`src/rtl/tvc_pkg.sv`:
```
`default_nettype none
// +----------------------------------------------------------------------------+
// | Package  : tvc_pkg                                                         |
// | Purpose  : Types and constants shared by the Triangles-vs-Circles stages   |
// | Revision : 1.0                                                             |
// +----------------------------------------------------------------------------+
package tvc_pkg;

  localparam int COORD_W_DEF = 4;
  localparam int GRID_N_DEF  = 10;

  typedef enum logic [2:0] {
    S_COLLECT_X   = 3'd0,
    S_COLLECT_Y   = 3'd1,
    S_ARMED       = 3'd2,
    S_OFFER       = 3'd3,
    S_WAIT_RESULT = 3'd4
  } entry_state_t;

  typedef enum logic {
    PLAYER_TRIANGLE = 1'b0,
    PLAYER_CIRCLE   = 1'b1
  } player_t;

  // On-screen prompt code; offer and wait share the "busy" prompt.
  function automatic logic [1:0] phase_of(input entry_state_t s);
    case (s)
      S_COLLECT_X: phase_of = 2'd0;
      S_COLLECT_Y: phase_of = 2'd1;
      S_ARMED:     phase_of = 2'd2;
      default:     phase_of = 2'd3;
    endcase
  endfunction

endpackage
`default_nettype wire

```
`src/rtl/button_conditioner.sv`:
```
`default_nettype none
// +----------------------------------------------------------------------------+
// | Module   : button_conditioner                                              |
// | Purpose  : 2-FF synchroniser, debouncer and rising-edge press pulse        |
// | Revision : 1.0                                                             |
// +----------------------------------------------------------------------------+
module button_conditioner #(
  parameter int DEBOUNCE_CYCLES = 500000
) (
  input  logic clk,
  input  logic reset,
  input  logic i_btn,
  output logic o_press
);

  localparam int                CNT_W  = $clog2(DEBOUNCE_CYCLES + 1);
  localparam logic [CNT_W-1:0]  c_LAST = CNT_W'(DEBOUNCE_CYCLES - 1);

  logic             r_sync0;
  logic             r_sync1;
  logic             r_level;
  logic             r_level_d;
  logic             r_press;
  logic [CNT_W-1:0] r_cnt;

  always_ff @(posedge clk or posedge reset) begin
    if (reset) begin
      r_sync0   <= 1'b0;
      r_sync1   <= 1'b0;
      r_level   <= 1'b0;
      r_level_d <= 1'b0;
      r_press   <= 1'b0;
      r_cnt     <= '0;
    end else begin
      r_sync0   <= i_btn;
      r_sync1   <= r_sync0;
      r_level_d <= r_level;
      r_press   <= r_level & ~r_level_d;
      // Any sample agreeing with the accepted level restarts the stability count.
      if (r_sync1 != r_level) begin
        if (r_cnt == c_LAST) begin
          r_level <= r_sync1;
          r_cnt   <= '0;
        end else begin
          r_cnt <= r_cnt + 1'b1;
        end
      end else begin
        r_cnt <= '0;
      end
    end
  end

  assign o_press = r_press;

endmodule
`default_nettype wire

```
`src/rtl/move_entry_controller.sv`:
```
`default_nettype none
// +----------------------------------------------------------------------------+
// | Module   : move_entry_controller                                           |
// | Purpose  : Serial X/Y move entry, valid/ready offer and turn tracking      |
// | Revision : 1.0                                                             |
// +----------------------------------------------------------------------------+
module move_entry_controller
  import tvc_pkg::*;
#(
  parameter int DEBOUNCE_CYCLES = 500000,
  parameter int COORD_W         = COORD_W_DEF,
  parameter int GRID_N          = GRID_N_DEF
) (
  input  logic                 clk,
  input  logic                 reset,
  input  logic                 btn_logic0,
  input  logic                 btn_logic1,
  input  logic                 btn_activity,
  output logic                 move_valid,
  input  logic                 move_ready,
  output logic [COORD_W-1:0]   move_x,
  output logic [COORD_W-1:0]   move_y,
  output logic                 move_player,
  input  logic                 result_valid,
  input  logic                 result_ok,
  output logic [1:0]           entry_phase,
  output logic [2*COORD_W-1:0] entry_value,
  output logic                 move_accepted,
  output logic                 move_rejected
);

  localparam int                 CNT_W   = $clog2(COORD_W) + 1;
  localparam logic [CNT_W-1:0]   c_LAST  = CNT_W'(COORD_W - 1);
  localparam logic [COORD_W:0]   c_LIMIT = (COORD_W + 1)'(GRID_N);

  logic w_p0;
  logic w_p1;
  logic w_pa;

  button_conditioner #(.DEBOUNCE_CYCLES(DEBOUNCE_CYCLES)) u_btn0 (
    .clk(clk), .reset(reset), .i_btn(btn_logic0), .o_press(w_p0)
  );
  button_conditioner #(.DEBOUNCE_CYCLES(DEBOUNCE_CYCLES)) u_btn1 (
    .clk(clk), .reset(reset), .i_btn(btn_logic1), .o_press(w_p1)
  );
  button_conditioner #(.DEBOUNCE_CYCLES(DEBOUNCE_CYCLES)) u_btna (
    .clk(clk), .reset(reset), .i_btn(btn_activity), .o_press(w_pa)
  );

  entry_state_t       r_state,  w_state_nxt;
  logic [COORD_W-1:0] r_x_sr,   w_x_nxt;
  logic [COORD_W-1:0] r_y_sr,   w_y_nxt;
  logic [CNT_W-1:0]   r_cnt,    w_cnt_nxt;
  logic [COORD_W-1:0] r_move_x, w_mx_nxt;
  logic [COORD_W-1:0] r_move_y, w_my_nxt;
  player_t            r_move_p, w_mp_nxt;
  player_t            r_player, w_player_nxt;
  logic               r_acc,    w_acc_nxt;
  logic               r_rej,    w_rej_nxt;

  // Simultaneous 0/1 presses are ambiguous and dropped; activity overrides bits.
  logic w_bit_valid;
  logic w_legal;
  assign w_bit_valid = (w_p0 ^ w_p1) & ~w_pa;
  assign w_legal     = ({1'b0, r_x_sr} < c_LIMIT) && ({1'b0, r_y_sr} < c_LIMIT);

  always_ff @(posedge clk or posedge reset) begin
    if (reset) begin
      r_state  <= S_COLLECT_X;
      r_x_sr   <= '0;
      r_y_sr   <= '0;
      r_cnt    <= '0;
      r_move_x <= '0;
      r_move_y <= '0;
      r_move_p <= PLAYER_TRIANGLE;
      r_player <= PLAYER_TRIANGLE;
      r_acc    <= 1'b0;
      r_rej    <= 1'b0;
    end else begin
      r_state  <= w_state_nxt;
      r_x_sr   <= w_x_nxt;
      r_y_sr   <= w_y_nxt;
      r_cnt    <= w_cnt_nxt;
      r_move_x <= w_mx_nxt;
      r_move_y <= w_my_nxt;
      r_move_p <= w_mp_nxt;
      r_player <= w_player_nxt;
      r_acc    <= w_acc_nxt;
      r_rej    <= w_rej_nxt;
    end
  end

  always_comb begin
    w_state_nxt  = r_state;
    w_x_nxt      = r_x_sr;
    w_y_nxt      = r_y_sr;
    w_cnt_nxt    = r_cnt;
    w_mx_nxt     = r_move_x;
    w_my_nxt     = r_move_y;
    w_mp_nxt     = r_move_p;
    w_player_nxt = r_player;
    w_acc_nxt    = 1'b0;
    w_rej_nxt    = 1'b0;

    case (r_state)
      S_COLLECT_X, S_COLLECT_Y: begin
        if (w_pa) begin
          w_x_nxt     = '0;
          w_y_nxt     = '0;
          w_cnt_nxt   = '0;
          w_state_nxt = S_COLLECT_X;
        end else if (w_bit_valid) begin
          if (r_state == S_COLLECT_X) begin
            w_x_nxt = {r_x_sr[COORD_W-2:0], w_p1};
          end else begin
            w_y_nxt = {r_y_sr[COORD_W-2:0], w_p1};
          end
          if (r_cnt == c_LAST) begin
            w_cnt_nxt   = '0;
            w_state_nxt = (r_state == S_COLLECT_X) ? S_COLLECT_Y : S_ARMED;
          end else begin
            w_cnt_nxt = r_cnt + 1'b1;
          end
        end
      end

      S_ARMED: begin
        if (w_pa) begin
          if (w_legal) begin
            w_mx_nxt    = r_x_sr;
            w_my_nxt    = r_y_sr;
            w_mp_nxt    = r_player;
            w_state_nxt = S_OFFER;
          end else begin
            w_rej_nxt   = 1'b1;
            w_x_nxt     = '0;
            w_y_nxt     = '0;
            w_cnt_nxt   = '0;
            w_state_nxt = S_COLLECT_X;
          end
        end
      end

      S_OFFER: begin
        if (move_ready) begin
          w_state_nxt = S_WAIT_RESULT;
        end
      end

      S_WAIT_RESULT: begin
        if (result_valid) begin
          if (result_ok) begin
            w_player_nxt = player_t'(~r_player);
            w_acc_nxt    = 1'b1;
          end else begin
            w_rej_nxt = 1'b1;
          end
          w_x_nxt     = '0;
          w_y_nxt     = '0;
          w_cnt_nxt   = '0;
          w_state_nxt = S_COLLECT_X;
        end
      end

      default: begin
        w_state_nxt = S_COLLECT_X;
      end
    endcase
  end

  assign move_valid    = (r_state == S_OFFER);
  assign move_x        = r_move_x;
  assign move_y        = r_move_y;
  assign move_player   = r_move_p;
  assign move_accepted = r_acc;
  assign move_rejected = r_rej;
  assign entry_phase   = phase_of(r_state);
  assign entry_value   = {r_x_sr, r_y_sr};

endmodule
`default_nettype wire
```
`config.mk`:
```
export PLATFORM = sky130hd
export DESIGN_NAME = move_entry_controller
export DESIGN_NICKNAME = d
export VERILOG_FILES = /design/src/rtl/tvc_pkg.sv /design/src/rtl/button_conditioner.sv /design/src/rtl/move_entry_controller.sv
export SDC_FILE = /design/constraint.sdc
export NUM_CORES = 1
export LEC_CHECK = 0
export BUFFER_PORTS_ARGS = -buffer_cell sky130_fd_sc_hd__buf_2
export CORE_ASPECT_RATIO = 0.8
export CORE_UTILIZATION = 55
export DETAILED_ROUTE_END_ITERATION = 7
export GPL_ROUTABILITY_DRIVEN = 0
export PLACE_DENSITY = 0.69
export SLEW_MARGIN = 5
export SYNTH_ARGS = -nofsm -noshare
export SYNTH_HDL_FRONTEND = slang
export SYNTH_HIERARCHICAL = 1
export SYNTH_SLANG_ARGS = --single-unit
```
`constraint.sdc`:
```
create_clock -name clk -period 1.95 [get_ports clk]
set_input_delay 0.195 -clock clk [delete_from_list [all_inputs] [get_ports clk]]
set_output_delay 0.195 -clock clk [all_outputs]
set_load 0.05 [all_outputs]
```
# After elaboration in Yosys (flattened, before gate mapping)
# Cells that the tools add are included.
# word_totals
register_bits	98
inputBits	8
out_inout_bits	22
word_cells	117
# op_classes
n_addsub	4
n_lt_le_gt_ge	2
eq_ne	19
n_mux	41
n_bitwise	10
n_reduce_logical	13
# op_table
operator	n
19-bit two-way mux	6
19-bit by 1-bit adder with 19-bit output (second input constant)	3
19-bit == test (second input constant)	3
4-bit two-way mux	9
3-bit two-way mux	11
4-bit one-hot mux with 3 select lines	2
3-bit by 2-bit != test with 1-bit output (second input constant)	4
3-bit one-hot mux with 4 select lines	1
6-bit AND reduction	2
5-bit AND reduction	2
3-bit by 2-bit == test with 1-bit output (second input constant)	3
3-bit one-hot mux with 3 select lines	1
4-bit less-than comparator (second input constant)	2
1-bit two-way mux	7
2-bit one-hot mux with 3 select lines	1
2-bit AND reduction	3
3-bit AND reduction	2
1-bit inverter	5
1-bit AND	4
2-bit two-way mux	2
2-bit by 1-bit != test with 1-bit output (second input constant)	2
2-bit != test (second input constant)	2
3-bit by 1-bit adder with 3-bit output (second input constant)	1
3-bit by 1-bit == test with 1-bit output (second input constant)	1
8 further kinds	10

# Longest topological paths before layout
# logic_depth
depth_word	6
mapped_depth	7
mapped_depth_nobuf	5

# Cells and area by module
# The synthesis kept the hierarchy.
# modules_own_cells
module	n_inst	cells_each	area_per_inst_um2	seq_area_each_um2
button_conditioner	3	106	1147.4	600.6
move_entry_controller	1	114	1361.3	650.6

# Worst setup path after synthesis
# Ideal clock, no wire load.
# synth_timing
path_type	register to register
from	reg r_y_sr[1]
to	reg r_move_p, in the netlist move_player
setup_time_ps	125
arrival_ps	1601
required_time_ps	1825
setup_slack_ps	224
stages_incl_launch_ff	5
path_buffers	0
period_less_slack_ps	1726
path_cell_list	dfrtp_1 o21ai_0 and2_2 nand4_4 mux2_2
# synth_via
elab_chain_cells	3
# synth_lines
element	line_no	source
from (decl)	move_entry_controller.sv:52	logic [COORD_W-1:0] r_y_sr, w_y_nxt;
from (signal assigned)	move_entry_controller.sv:82	r_y_sr <= w_y_nxt;
4-bit less-than comparator	move_entry_controller.sv:65	assign w_legal = ({1'b0, r_x_sr} < c_LIMIT) && ({1'b0, r_y_sr} < c_LIMIT);
1-bit logical AND	move_entry_controller.sv:65	
3-bit AND reduction (no source line)	n/a	
to (signal assigned)	move_entry_controller.sv:86	r_move_p <= w_mp_nxt;
to (decl)	move_entry_controller.sv:56	player_t r_move_p, w_mp_nxt;
# Every way passes these cells.
# A chain may end at the register's enable or synchronous reset.

# Worst setup path after layout
# layout_timing
from	reg u_btn0.r_cnt[0]
to	reg u_btn0.r_cnt[18]
# layout_via
elab_chain_cells	3
elab_cells_between_ends	4
classes_between	add/sub (1); eq/ne (1); mux (2)
# layout_lines
element	line_no	source
from (decl)	button_conditioner.sv:24	logic [CNT_W-1:0] r_cnt;
from (signal assigned)	button_conditioner.sv:45	r_cnt <= r_cnt + 1'b1;
19-bit by 1-bit adder with 19-bit output or 19-bit == test (tied branches)	button_conditioner.sv:45, button_conditioner.sv:41	
19-bit two-way mux (*)	button_conditioner.sv:41	if (r_cnt == c_LAST) begin
19-bit two-way mux (*)	button_conditioner.sv:40	if (r_sync1 != r_level) begin
# Mark *: on every way between the ends. The rest lies on a longest branch, timed or not.

==> impl_metrics.env <==
export IMPL_ys_types=59
export IMPL_ys_ff_latch=98
export IMPL_synthArstFlopShare_pct=100
export IMPL_grt_overflow_total=0
export IMPL_dr_pass1_iters=4
export IMPL_num_vias=3251
export IMPL_grt_pass1_vias=3248
export IMPL_nFillCells=697
export IMPL_p_leak_nw=2.51
export IMPL_final_nets=485
export IMPL_fp_coreArea_sq_um=8480
export IMPL_rsz0062_at_grt="false"
export IMPL_ios=30
export IMPL_fin_crit_sh_pct=92.4
export IMPL_drtIter0Drc=107
export IMPL_grt_start_max_net_pins=27
export IMPL_worstSetupPathType="flip-flop to flip-flop"
export IMPL_path_clk_slew_ns=0.09
export IMPL_drc_errors=0
export IMPL_synth_fp_nets=444
export IMPL_reg2reg_depth=5
export IMPL_yosysTopAreaCellShare_pct=51.1
export IMPL_finalHoldViolCount=0
export IMPL_worstSkewPairLatency_ns=0.37
export IMPL_wl_per_cell_um=14.8
export IMPL_final_antenna_net_count=0
export IMPL_syn_to_final_growth_pct=11.1
export IMPL_antenna_cells=0
export IMPL_slew_headroom_pct=41.2
export IMPL_worstPathRequired_ns=2.24
export IMPL_avgSynthCellArea_sq_um=11.1
export IMPL_synth_most_common_cell="dfrtp_1"
export IMPL_timing_rr_start="u_btn0/r_cnt[0]$_DFF_PP0_"
export IMPL_synth_area_sq_um=4800
export IMPL_startpoint_type="flip-flop"
export IMPL_grt_use_total_pct=21.3
export IMPL_critical_path_arrival_ns=2.09
export IMPL_yosysWarnings=6
export IMPL_power_density_nw_per_um2=700
export IMPL_cp_depth=5
export IMPL_tightestPinTransition_ns=0.882
export IMPL_avgViaCountPerCell=5.51
export IMPL_end_kind="flip-flop"
export IMPL_r2r_end="u_btn0/r_cnt[18]$_DFF_PP0_"
export IMPL_fin_crit_ns=1.80
export IMPL_max_stage_delay_ns=0.45
export IMPL_tns_ns=0
export IMPL_ir_drop_mv=0.512
export IMPL_final_layout_size_suffix_gt1_share_pct=19.7
export IMPL_cp_endpoint="u_btn0/r_cnt[18]$_DFF_PP0_"
export IMPL_cts_buffers=9
export IMPL_cp_num_buf_inv=0
export IMPL_cts_sinks=98
export IMPL_chipHeight_um=85.6
export IMPL_cp_top_family="simple AND/OR/NAND/NOR gates"
export IMPL_grt_pass1_wl_um=15200
export IMPL_num_rows=30
export IMPL_initial_utilization_pct=56.6
export IMPL_cap_violations=0
export IMPL_critPathLaunch="u_btn0/r_cnt[0]$_DFF_PP0_"
export IMPL_dp_slack_ns=0.171
export IMPL_status="completed"
export IMPL_cts_root_buf="clkbuf_8"
export IMPL_setup_viol=0
export IMPL_setup_slack_ns=0.148
export IMPL_max_freq_mhz=555
export IMPL_synth_edf_count=0
export IMPL_numPortBuffers=29
export IMPL_tritoncts="yes"
export IMPL_ys_seq_area_share_pct=51.1
export IMPL_crit_chain="ha_1, nand3_1, nor2_1, or4b_1, a21oi_1"
export IMPL_die_w_um=106
export IMPL_hpwl_um=6140
export IMPL_finalMaxSlewViolations=0
export IMPL_cpMaxStageDelayCell="or4b_1"
export IMPL_reg2reg_slack_ns=0.15
export IMPL_path_max_fanout=6
export IMPL_synth_area_leaders="dfrtp_1, xor2_1, xnor2_1, nor2_1, nand3_1"
export IMPL_antenna_found_initial=0
export IMPL_post_cts_setup_buffer_count=0
export IMPL_die_area_sq_um=9110
export IMPL_multi_input_area_sq_um=2130
export IMPL_ys_top_cells_by_count="dfrtp_1, nor2_1, nand3_1, xor2_1, nand2_1"
export IMPL_hold_path_class="primary input to flip-flop"
export IMPL_synthCells=432
export IMPL_h_tree_depth=3
export IMPL_yosys_area_top_type="dfrtp_1"
export IMPL_regArea_sq_um=2450
export IMPL_totalWireLength_um=8720
export IMPL_clock_path_buffers=2
export IMPL_synthFlopType="dfrtp_1"
export IMPL_clock_skew_ns=0.00895
==> what timing repair did <==
item,in CTS,in global routing
resized for setup,0,1
hold buffers,5,0
endpoints found under the hold margin,78,0
endpoints found under the setup margin,0,2
==> metrics by stage <==
step                      total power (W)  area [sq um]  instances  hold WS, ns  util [%]
final                             0.00373          5340        590        0.167      62.9
after detailed placement          0.00223          5050        569        0.304      59.5
after floorplan                   0.00220          4800        432        0.210         -
after global placement            0.00222          5050        569        0.292      59.5
after CTS                         0.00380          5340        590        0.151      62.9
after global routing              0.00390          5340        590        0.160      62.9
==> per-layer routing <==
layer | global-route usage [%] | share of wire, % | vias to the layer above
li1 | - | - | 1598
met1 | 29.7 | 49 | 1582
met2 | 33.2 | 46 | 65
met3 | 4.86 | 3.7 | 6
met4 | 6.97 | 1.2 | 0
met5 | 0 | 0 | -
==> layout make-up <==
class | instances | area share [%]
timing repair buffer | 47 | 5.95
tap | 112 | 2.63
clock inverter | 7 | 2.18
multi-input combinational | 303 | 40.0
inverter | 14 | 0.985
sequential | 98 | 46.0
clock buffer | 9 | 2.32
==> cell usage in the layout (no fill, tap or decap), types with 3 or more instances in the layout <==
master,synthesis,layout
nor2_1,50,50
and4_2,3,3
dlygate4sd3_1,0,5
o31ai_1,3,3
or3_1,3,3
nand2_1,25,25
a21oi_1,9,9
nor3_1,4,4
nor3_2,3,3
inv_1,14,14
xnor2_1,22,22
mux2_4,5,5
buf_2,0,29
nor4_1,7,7
nand3_1,26,26
and3_1,9,9
or2_1,3,3
nand4_1,13,13
or4b_1,6,6
nor2b_1,5,5
mux2_2,9,9
o21ai_0,5,5
nand4b_1,6,6
o41ai_1,3,3
ha_1,4,4
clkbuf_8,0,9
mux2i_1,7,7
buf_4,3,11
or4_1,3,3
and4_1,6,6
a21bo_1,3,3
or4_4,3,3
dfrtp_1,98,97
bufinv_16,0,3
xor2_1,26,26
and2_1,4,4
==> worst min path at each step <==
stage                  from                          to  slack, ns  cells after the start
2_1_floorplan         reset    u_btn0/o_press$_DFF_PP0_       0.21                      1
3_3_place_gp          reset  u_btna/r_level$_DFFE_PP0P_       0.29                      3
3_5_place_dp     btn_logic0    u_btn0/r_sync0$_DFF_PP0_       0.30                      1
4_1_cts        result_valid     move_accepted$_DFF_PP0_       0.15                      3
5_1_grt        result_valid     move_accepted$_DFF_PP0_       0.16                      3
6_report       result_valid     move_accepted$_DFF_PP0_       0.17                      3
==> sequential cells by signal (all words and copies together), names as in the netlist, 3 cells and up <==
signal / flops
r_x_sr: 4
move_y: 4
move_x: 4
r_y_sr: 4
r_cnt: 3
u_btn0/r_cnt: 19
u_btn1/r_cnt: 19
r_state: 3
u_btna/r_cnt: 19
==> power by group <==
group / internal, W / switching (W)
Combinational: 0.0000457 / 0.0000752
Clock: 0.000851 / 0.000691
Sequential: 0.00205 / 0.0000192
Total: 0.00295 / 0.000785
==> cell families (layout without fill, tap and decap cells) <==
group	count (synthesis)	in the layout	share of synthesized area, %
buffers and inverters	31	77	4.53
XOR/XNOR	48	48	8.75
multiplexers	23	23	5.60
AND/OR/NAND/NOR	191	191	23.2
adder cells (fa/ha/maj)	4	4	1.04
flip-flops	98	98	51.1
AO/OA/AOI/OAI	37	37	5.84
==> worst min-delay path, delay by kind of cell <==
kind / cells / cell delay (ns)
buf+inv: 1 / 0.13
simple gates: 2 / 0.17
Note: power is estimated with default switching activity, not from simulation.
